## config.mk

```make
export PLATFORM = sky130hd
export DESIGN_NAME = ds_sample_fifo
export DESIGN_NICKNAME = d
export VERILOG_FILES = /design/src/rtl/ds_sample_fifo.sv
export SDC_FILE = /design/constraint.sdc
export NUM_CORES = 1
export LEC_CHECK = 0
export ABC_AREA = 1
export CAP_MARGIN = 5
export CELL_PAD_IN_SITES_DETAIL_PLACEMENT = 1
export CELL_PAD_IN_SITES_GLOBAL_PLACEMENT = 1
export CORE_ASPECT_RATIO = 1.5
export CORE_MARGIN = 10
export CORE_UTILIZATION = 51
export CTS_CLUSTER_DIAMETER = 40
export CTS_CLUSTER_SIZE = 24
export DETAILED_ROUTE_END_ITERATION = 10
export GPL_ROUTABILITY_DRIVEN = 0
export PLACE_DENSITY_LB_ADDON = 0.1
export SYNTH_ARGS = -nofsm -noshare
export SYNTH_HDL_FRONTEND = slang
export SYNTH_SLANG_ARGS = --single-unit
export TNS_END_PERCENT = 50
```

## constraint.sdc

```tcl
create_clock -name i_clk -period 6.03 [get_ports i_clk]
set_input_delay 0.9045 -clock i_clk [delete_from_list [all_inputs] [get_ports i_clk]]
set_output_delay 0.9045 -clock i_clk [all_outputs]
set_load 0.02 [all_outputs]
```

## src/rtl/ds_sample_fifo.sv

```systemverilog
// ---------------------------------------------------------------------------
// ds_sample_fifo
//   Sample FIFO feeding the delta-sigma modulator. The bus side pushes signed
//   NBIT samples and the modulator pops one per OSR period. The oldest entry
//   is shown ahead on o_data with no latency. When the FIFO is empty, o_data
//   holds the last popped sample, so the modulator never sees a step to an
//   undefined value.
//
//   Optional feature macro: DS_SAMPLE_FIFO_IRQ_EN
//     Defined     : registered almost-empty interrupt on o_irq_ae.
//     Not defined : o_irq_ae tied to 0 and no extra flops are built.
//
// Ports
//   i_clk        clock, all logic on the rising edge
//   i_rst_n      asynchronous reset, active low
//   i_clr        synchronous flush of pointers and level (memory and last
//                sample are kept)
//   i_wr         push strobe
//   i_wr_data    sample to push
//   o_full       level == 2**DEPTH_LOG2
//   i_rd         pop strobe from the modulator
//   o_data       oldest entry, or the last popped sample when empty
//   o_empty      level == 0
//   o_level      number of stored entries, 0..2**DEPTH_LOG2
//   o_overflow   sticky: push attempted while full and not popping
//   o_underflow  sticky: pop attempted while empty
//   i_clr_flags  synchronous clear of the sticky flags (and of o_irq_ae)
//   o_irq_ae     almost-empty interrupt
// ---------------------------------------------------------------------------
module ds_sample_fifo #(
    parameter int NBIT       = 30,
    parameter int DEPTH_LOG2 = 3,
    parameter int AE_THRESH  = 2
) (
    input  logic                  i_clk,
    input  logic                  i_rst_n,
    input  logic                  i_clr,
    input  logic                  i_wr,
    input  logic [NBIT-1:0]       i_wr_data,
    output logic                  o_full,
    input  logic                  i_rd,
    output logic [NBIT-1:0]       o_data,
    output logic                  o_empty,
    output logic [DEPTH_LOG2:0]   o_level,
    output logic                  o_overflow,
    output logic                  o_underflow,
    input  logic                  i_clr_flags,
    output logic                  o_irq_ae
);

    localparam int DEPTH = 1 << DEPTH_LOG2;
    localparam logic [DEPTH_LOG2:0]   LVL_FULL = (DEPTH_LOG2+1)'(DEPTH);
    localparam logic [DEPTH_LOG2:0]   LVL_AE   = (DEPTH_LOG2+1)'(AE_THRESH);
    localparam logic [DEPTH_LOG2:0]   LVL_ONE  = (DEPTH_LOG2+1)'(1);
    localparam logic [DEPTH_LOG2:0]   LVL_ZERO = (DEPTH_LOG2+1)'(0);
    localparam logic [DEPTH_LOG2-1:0] PTR_ONE  = (DEPTH_LOG2)'(1);
    localparam logic [DEPTH_LOG2-1:0] PTR_ZERO = (DEPTH_LOG2)'(0);

    logic [NBIT-1:0]       mem_r [DEPTH];
    logic [DEPTH_LOG2-1:0] wr_ptr_r;
    logic [DEPTH_LOG2-1:0] rd_ptr_r;
    logic [DEPTH_LOG2:0]   level_r;
    logic [DEPTH_LOG2:0]   level_nxt_s;
    logic [NBIT-1:0]       last_r;
    logic                  overflow_r;
    logic                  underflow_r;

    logic full_s;
    logic empty_s;
    logic pop_acc_s;
    logic wr_acc_s;
    logic ovf_ev_s;
    logic udf_ev_s;

    assign full_s    = (level_r == LVL_FULL);
    assign empty_s   = (level_r == LVL_ZERO);
    assign pop_acc_s = i_rd && !empty_s;
    // A push into a full FIFO fits only when a pop frees a slot in the same cycle.
    assign wr_acc_s  = i_wr && (!full_s || pop_acc_s);
    // A flush overrides push/pop, so it also suppresses their error events.
    assign ovf_ev_s  = i_wr && !wr_acc_s && !i_clr;
    assign udf_ev_s  = i_rd && empty_s && !i_clr;

    // Next fill level from the accepted push/pop pair.
    always_comb begin
        level_nxt_s = level_r;
        case ({wr_acc_s, pop_acc_s})
            2'b10:   level_nxt_s = level_r + LVL_ONE;
            2'b01:   level_nxt_s = level_r - LVL_ONE;
            default: level_nxt_s = level_r;
        endcase
    end

    // Show-ahead read port, falls back to the last popped sample when empty.
    always_comb begin
        if (empty_s) begin
            o_data = last_r;
        end else begin
            o_data = mem_r[rd_ptr_r];
        end
    end

    // Pointer and level registers; flush has priority over push/pop.
    always_ff @(posedge i_clk or negedge i_rst_n) begin
        if (!i_rst_n) begin
            wr_ptr_r <= PTR_ZERO;
            rd_ptr_r <= PTR_ZERO;
            level_r  <= LVL_ZERO;
        end else if (i_clr) begin
            wr_ptr_r <= PTR_ZERO;
            rd_ptr_r <= PTR_ZERO;
            level_r  <= LVL_ZERO;
        end else begin
            if (wr_acc_s) wr_ptr_r <= wr_ptr_r + PTR_ONE;
            if (pop_acc_s) rd_ptr_r <= rd_ptr_r + PTR_ONE;
            level_r <= level_nxt_s;
        end
    end

    // Sample storage; contents are not reset since only valid entries are ever shown.
    always_ff @(posedge i_clk) begin
        if (wr_acc_s && !i_clr) begin
            mem_r[wr_ptr_r] <= i_wr_data;
        end
    end

    // Last popped sample, kept across flushes so the modulator sees no step.
    always_ff @(posedge i_clk or negedge i_rst_n) begin
        if (!i_rst_n) begin
            last_r <= {NBIT{1'b0}};
        end else if (pop_acc_s && !i_clr) begin
            last_r <= mem_r[rd_ptr_r];
        end
    end

    // Sticky error flags; a new event beats a same-cycle clear.
    always_ff @(posedge i_clk or negedge i_rst_n) begin
        if (!i_rst_n) begin
            overflow_r  <= 1'b0;
            underflow_r <= 1'b0;
        end else begin
            if (ovf_ev_s) overflow_r <= 1'b1;
            else if (i_clr_flags) overflow_r <= 1'b0;
            if (udf_ev_s) underflow_r <= 1'b1;
            else if (i_clr_flags) underflow_r <= 1'b0;
        end
    end

    assign o_full      = full_s;
    assign o_empty     = empty_s;
    assign o_level     = level_r;
    assign o_overflow  = overflow_r;
    assign o_underflow = underflow_r;

`ifdef DS_SAMPLE_FIFO_IRQ_EN
    logic above_r;
    logic irq_r;

    // Almost-empty interrupt: fires one cycle after the level drops from above
    // the threshold to at/below it; re-arms only once the level rises again.
    always_ff @(posedge i_clk or negedge i_rst_n) begin
        if (!i_rst_n) begin
            above_r <= 1'b0;
            irq_r   <= 1'b0;
        end else begin
            above_r <= (level_r > LVL_AE);
            if (above_r && (level_r <= LVL_AE)) irq_r <= 1'b1;
            else if (i_clr_flags) irq_r <= 1'b0;
        end
    end

    assign o_irq_ae = irq_r;
`else
    assign o_irq_ae = 1'b0;
`endif

endmodule
```

After elaboration in Yosys (flattened, before gate mapping). Memories as Yosys holds them, arrays and structs flattened. Index checks and enable logic that the tools add are counted.

Flip-flop bits (word level): 42. Memory bits (writable): 240. Input bits: 36. Output and inout port bits: 39. Logic and storage cells: 45. Memories kept: 1.

Add/sub/neg operators: 4. Equality and inequality tests: 3. Mux-type cells: 12. Reductions and logical operators: 19.

Memories: mem_r (depth 8, width 30, read ports 1, clocked after memory_dff 0, write ports 1, line 59) `logic [NBIT-1:0] mem_r [DEPTH];`.

Operators by type and width (count): $mux W30 (1); $mux W3 (4); $logic_and A1 B1 Y1 (8); $pmux W4 S2 (1); $reduce_bool A2 Y1 (4); $add A3 B1 Y3 const B (2); $mux W1 (5); $add A4 B1 Y4 const B (1); $eq A4 B4 Y1 const B (1); $logic_not A1 Y1 (4); $logic_not A4 Y1 (1); $mux W4 (1); $sub A4 B1 Y4 const B (1); $reduce_bool A3 Y1 (1); $eq A2 B1 Y1 const B (1); $eq A2 B2 Y1 const B (1); $logic_or A1 B1 Y1 (1).

Logic depth before layout (Yosys ltp). Gate-level depths: netlist (run 1).

Depth after elaboration: 9. Depth in mapped cells: 14. Depth with buffers taken out: 13.

Least setup slack after synthesis (run 1). No wires, ideal clock.

Path kind: input port to flip-flop. Start: input port i_rd. End: memory mem_r[0][0] (enable). Library setup time: 417 ps. Data arrival time: 2645 ps. Required time: 5613 ps. Path slack: 2968 ps. Stages on the path: 8. Buffers on the path: 0. Cells stage by stage: inv_1 > nand4_1 > nand2_1 > clkinv_1 > nand2_1 > inv_1 > nand2_1 > nor2_1.

Longest elaborated chain between the ends: 6.

RTL lines: from (decl) (line 41) `input logic i_rd,`; $logic_and A1 B1 Y1 (line 77) `assign pop_acc_s = i_rd && !empty_s;`; $logic_or A1 B1 Y1 (line 79) `assign wr_acc_s = i_wr && (!full_s || pop_acc_s);`; $logic_and A1 B1 Y1 (line 79); $logic_and A1 B1 Y1 (line 122) `if (wr_acc_s && !i_clr) begin`; $mux W1 (line 122); $mux W1 (implied by the code) (line 123) `mem_r[wr_ptr_r] <= i_wr_data;`; to (decl) (line 59).

Every way passes these cells.

Final worst setup path (run 1).
Start: register rd_ptr_r[0]. End: output port o_data[27].

Longest elaborated chain between the ends: 2.

RTL lines: from (decl) (line 61) `logic [DEPTH_LOG2-1:0] rd_ptr_r;`; from (signal assigned) (line 115) `if (pop_acc_s) rd_ptr_r <= rd_ptr_r + PTR_ONE;`; $mem_v2 Z8 W30; $mux W30 (line 96) `if (empty_s) begin`; to (decl) (line 42) `output logic [NBIT-1:0] o_data,`.

Every way passes these cells.

==> results of run 1 <==
cells in the mapped netlist (3+ instances only):
library cell	count	area share, %
buf_6	10	0.96
nand3_1	7	0.30
o21ai_0	27	1.1
inv_1	47	1.5
inv_2	3	0.096
o21ai_1	160	6.8
nand4_1	4	0.21
nand2_1	238	7.6
edfxtp_1	240	61
ha_1	4	0.43
clkbuf_1	9	0.29
buf_1	13	0.42
dfrtp_1	42	8.9
buf_2	25	1.1
nor2_1	252	8.0
layer usage:
metal | GRT usage, % | share of wire (%)
met5 | 0 | 0
met4 | 8.16 | 2.6
met3 | 3.22 | 5.0
met2 | 39.5 | 54
met1 | 24.9 | 38
final cells by class:
type | count | area [µm²] | area share [%]
multi-input cells | 702 | 3040 | 21.9
well taps | 280 | 350 | 2.52
repair buffers | 89 | 858 | 6.18
flip-flops and latches | 282 | 8260 | 59.5
clock inverters | 23 | 221 | 1.60
clock buffers | 40 | 957 | 6.89
diodes | 2 | 5.00 | 0.0360
inverters | 51 | 193 | 1.39
final timing paths:
path / startpoint / endpoint / slack (ns) / cells after the start
max in group asynchronous: i_rst_n / rd_ptr_r[0] / 5.01 / 2
max reg2reg: o_level[1] / last_r[18] / 3.16 / 8
max: rd_ptr_r[0] / o_data[27] / 1.42 / 10
min reg2reg: last_r[1] / last_r[1] / 0.52 / 2
min: i_rst_n / o_level[2] / 0.52 / 2
min in group i_clk: last_r[1] / last_r[1] / 0.52 / 2
logic make-up after synthesis:
| kind of cell | count (synthesis) |
|---|---|
| xor+xnor | 1 |
| fa+ha+maj | 5 |
| other cells | 1 |
| simple gates | 503 |
| buf+inv | 110 |
| compound gates | 192 |
| flops | 282 |
placed cells by master, fill, tap and decap left out, types with 4 or more instances in the layout:
master / count
nand3_1: 7
nor2_4: 9
nand4_1: 4
buf_4: 15
nor2_1: 244
clkdlybuf4s50_1: 72
o21ai_0: 27
edfxtp_1: 240
clkinv_4: 5
ha_1: 4
clkinv_2: 6
clkbuf_16: 37
inv_1: 46
o21ai_1: 160
dfrtp_1: 40
inv_6: 6
nand2_1: 237
per-stage QoR:
step	cells	setup WS (ns)	area, µm²	utilization, %
floorplan	1094	2.97	11800	-
global placement	1404	2.15	12700	55.5
detailed placement	1404	2.05	12700	55.5
CTS	1467	1.40	13900	60.6
global route	1469	1.17	13900	60.7
finish	1469	1.42	13900	60.7
state kept, by name (all words and copies together) (netlist names):
signal and flops:
o_overflow 1, rd_ptr_r 3, wr_ptr_r 3, o_underflow 1, mem_r 240, o_level 4, last_r 30
report_power, final:
part	internal (mW)	total, mW	switching [mW]
combinational	0.788	2.23	1.44
sequential	2.27	2.36	0.0929
clock	1.22	2.09	0.870
worst max-delay path: stages, from the launching register on:
cell	delay, ns
dfrtp_4	0.72
buf_4	0.78
nor2_1	0.19
nor2_1	0.19
o21ai_1	0.11
nand2_1	0.09
nand2_1	0.05
nand2_1	0.17
nand2_1	0.07
o21ai_1	0.10
clkdlybuf4s50_1	0.65
==> impl_metrics.json, run 1 <==
{
  "h-tree-depth": 2,
  "wirelength_um": 31600,
  "slew_violations": 0,
  "vias": 8147,
  "dieArea_um2": 29600,
  "grt_pass1_wl_um": 49200,
  "first_pass_iters": 4,
  "synth_compound_area_share_pct": 8.26,
  "yosys_warnings": 0,
  "synthMuxAreaShare_pct": 0,
  "slew_headroom_pct": 25.8,
  "drive_gt1_share_pct": 8.00,
  "yosysUniqueCellTypes": 25,
  "drc": 0,
  "post_drt_wl_per_cell_um": 21.5,
  "clk_latency_ns": 0.51,
  "finalCritPeriodShare_pct": 76.4,
  "synthAdderAreaFrac_pct": 0.596,
  "final.setup.tns_ns": 0,
  "clk_pin_slew_ns": 0.06,
  "syn-instance-count": 1094,
  "crit_path_end_kind": "output pin",
  "grt_pass1_vias": 8991,
  "place_hpwl_um": 17800,
  "ys_ff_latch": 282,
  "area_growth_pct": 18.1,
  "start_util_pct": 51.4,
  "cts_resized": 0,
  "status": "complete, no violations",
  "cts.path.max_buffers": 3,
  "path_class": "reg2out",
  "fmax_ghz": 0.217,
  "grt_overflow": 0,
  "cts_tree": "built",
  "grt_use_total_pct": 21.7,
  "holdBufCountCts": 0,
  "start_kind": "register",
  "synth.avg_cell_area_um2": 10.7,
  "syn_nets": 1135,
  "whs_ns": 0.516,
  "ys_seq_area_share_pct": 70.3,
  "required_ns": 5.13,
  "nets": 1202,
  "rsz0062_at_grt": "no",
  "grt_start_max_net_pins": 89,
  "cts.sinks": 282,
  "path_max_fanout": 81,
  "finalClockSkew_ns": 0.0135,
  "die_w_um": 144,
  "numPortBuffers": 73,
  "ios": 75,
  "p_leak_nw": 5.30,
  "ys.flop_type": "edfxtp_1",
  "worst-endpoint-arrival_ns": 3.70,
  "fillers": 2392,
  "drt_iter0_markers": 512,
  "synth_edf_count": 240,
  "antenna_left": 0,
  "cts_root_buf": "clkbuf_16",
  "min_period_ns": 4.61,
  "numCtsBuffers": 35,
  "antenna_found_initial": 2,
  "max-cap-violations": 0,
  "synth_xor_area_share_pct": 0.0745,
  "synthArstFlopShare_pct": 14.9,
  "setup_viol": 0,
  "detail_route.vias_per_cell": 5.55,
  "synth_top_family_by_area": "simple AND/OR/NAND/NOR gates",
  "hold_viol_final": 0,
  "power_per_cell_area_nw_per_um2": 481,
  "p_total_mw": 6.67,
  "peakVddDrop_mv": 0.319,
  "postCtsSetupBuffers": 0,
  "num_rows": 68,
  "netlist_area_um2": 11800,
  "core_um2": 22900,
  "die_h_um": 206,
  "synthSimpleGateAreaFrac_pct": 16.3,
  "hold_class": "in2async",
  "tightest_slew_ns": 1.11
}
Note: power is estimated with default switching activity, not from simulation.
==> run 2, diff against run 1 <==
--- a/config.mk
+++ b/config.mk
@@ -11,7 +11,7 @@
 export CELL_PAD_IN_SITES_GLOBAL_PLACEMENT = 1
 export CORE_ASPECT_RATIO = 1.5
 export CORE_MARGIN = 10
-export CORE_UTILIZATION = 51
+export CORE_UTILIZATION = 43
 export CTS_CLUSTER_DIAMETER = 40
 export CTS_CLUSTER_SIZE = 24
 export DETAILED_ROUTE_END_ITERATION = 10
==> constraint.sdc (replaced) <==
create_clock -name i_clk -period 3.7 [get_ports i_clk]
set_input_delay 0.555 -clock i_clk [delete_from_list [all_inputs] [get_ports i_clk]]
set_output_delay 0.555 -clock i_clk [all_outputs]
set_load 0.02 [all_outputs]
==> run 2 against run 1 <==
Via count fell by 2.0%. Final cell count is 4.6% higher. Total power is 62% higher. Sequential share of layout area fell by 0.94 points. Die area rose by 16%. Global-route usage decreased by 3.9 points. Non-clock buffer count is 13 higher. Routed wire length down 2.9%. Sequential power increased by 61%.
==> impl_metrics.json, run 2 (synthesis results as in run 1) <==
{
  "p_int_mw": 6.92,
  "die_h_um": 222,
  "wirelength_um": 30700,
  "final_common_cell": "nor2_1",
  "grt_use_total_pct": 17.8,
  "cts.path.max_buffers": 3,
  "place_ws_ns": 0.676,
  "layout_common_cells": "244 x nor2_1, 240 x edfxtp_1, 237 x nand2_1",
  "peakVddDrop_mv": 0.550,
  "holdBufCountCts": 0,
  "clk_latency_ns": 0.57,
  "num_rows": 74,
  "max_flop_register": "mem_r",
  "switching_share_pct": 35.8,
  "timing.rr.start": "o_level[1]",
  "drive_gt1_share_pct": 8.21,
  "cts_root_buf": "clkbuf_16",
  "final.setup.tns_ns": 0,
  "p_total_mw": 10.8,
  "seqPwrFrac_pct": 35.3,
  "vias": 7987,
  "post-route-util_pct": 52.0,
  "area_growth_pct": 20.0,
  "die_w_um": 155,
  "min_period_ns": 3.45,
  "grt_pass1_wl_um": 48400,
  "largest_reg_flops": 240,
  "hold_viol_final": 0,
  "drc": 0,
  "antenna_left": 0,
  "r2r_setup_slack_ns": 1.05,
  "first_pass_iters": 4,
  "clk_pin_slew_ns": 0.07,
  "finalNonFillerCells": 1537,
  "antenna_found_initial": 1,
  "slew_headroom_pct": 42.7,
  "grt_overflow": 0,
  "power_per_cell_area_nw_per_um2": 765,
  "path_class": "reg2out",
  "core_um2": 27100,
  "cts.sinks": 282,
  "start_kind": "register",
  "max-cap-violations": 0,
  "drt_iter0_markers": 450,
  "worst_slack_ns": 0.253,
  "tightest_slew_ns": 0.859,
  "startpoint": "rd_ptr_r[1]",
  "numPortBuffers": 73,
  "worst-endpoint-arrival_ns": 2.89,
  "crit_end": "o_data[20]",
  "start_util_pct": 43.3,
  "p_clk_share_pct": 30.1,
  "finalClockSkew_ns": 0.0105,
  "nets": 1211,
  "setup_viol": 0,
  "p_sw_mw": 3.87,
  "path_max_fanout": 23,
  "finalCritPeriodShare_pct": 93.2,
  "grt_pass1_vias": 8584,
  "cts_tree": "built",
  "detail_route.vias_per_cell": 5.20,
  "dp.cells": 1478,
  "post_drt_wl_per_cell_um": 20.0,
  "reg2reg_to": "o_level[3]",
  "pwr-share-comb_pct": 34.6,
  "reg2reg_depth": 13,
  "grt_start_max_net_pins": 62,
  "place_hpwl_um": 18400,
  "p_leak_nw": 5.35,
  "ios": 75,
  "dieArea_um2": 34500,
  "slew_violations": 0,
  "hold_class": "in2async",
  "h-tree-depth": 1,
  "required_ns": 3.14,
  "fmax_ghz": 0.290,
  "crit_path_end_kind": "output pin",
  "numCtsBuffers": 31,
  "status": "complete, no violations",
  "rsz0062_at_grt": "no"
}
run 2: cell count changes in the layout (fill, tap and decap cells not counted), sizes merged:
cell | before | now
diode | 2 | 1
buf | 17 | 30
clkinv | 15 | 12
bufinv | 1 | 3
clkbuf | 40 | 37
clkinvlp | 2 | 0
run 2: what timing repair did:
action | 4_1_cts | 5_1_grt
resized for setup | 0 | 1
setup buffers | 0 | 1
setup endpoints to repair | 0 | 9
run 2: layout make-up:
class	instances	area, µm²
Inverter	51	193
Antenna cell	1	2.50
Multi-Input combinational cell	702	3040
Fill cell	2905	13000
Clock inverter	20	300
Clock buffer	37	808
Timing Repair Buffer	102	1080
Tap cell	342	428
Sequential cell	282	8260
run 2: stage by stage:
step	hold slack, ns	instance area, µm²
after CTS	0.0915	14100
final	0.0802	14100
after global placement	0.498	13000
after global routing	0.123	14100
after floorplan	0.259	11800
after detailed placement	0.508	13000
run 2: layer usage:
metal	wire, µm	GRT usage, %	vias up
met5	0	0	-
met4	881	6.48	0
met3	1130	2.28	55
met2	16100	32.2	136
met1	12500	20.9	3966
li1	-	-	3830
run 2: worst min path at each step:
stage	from	cells past startpoint	slack, ns	end
after floorplan	i_rst_n	0	0.26	last_r[0]
after global placement	last_r[3]	2	0.50	last_r[3]
after detailed placement	last_r[2]	2	0.51	last_r[2]
after CTS	i_rst_n	1	0.09	o_level[0]
after global routing	i_rst_n	1	0.12	last_r[21]
final	i_rst_n	1	0.08	o_level[0]
run 2: critical path, cell delays in order, from the launching register on:
cell             delay, ns
dfrtp_2               0.41
inv_2                 0.39
buf_4                 0.33
nor2_1                0.08
o21ai_1               0.07
nand2_1               0.06
nand2_1               0.06
nand2_1               0.13
nand2_1               0.09
o21ai_1               0.11
clkdlybuf4s50_1       0.58
run 2: power by group through the flow:
stage	Combinational, mW	Clock [mW]	Sequential (mW)
after floorplan	2.33	0	3.85
after global placement	3.72	0	3.88
after detailed placement	3.77	0	3.89
after CTS	3.80	3.32	3.83
after global routing	4.21	3.46	3.83
final	3.74	3.25	3.81
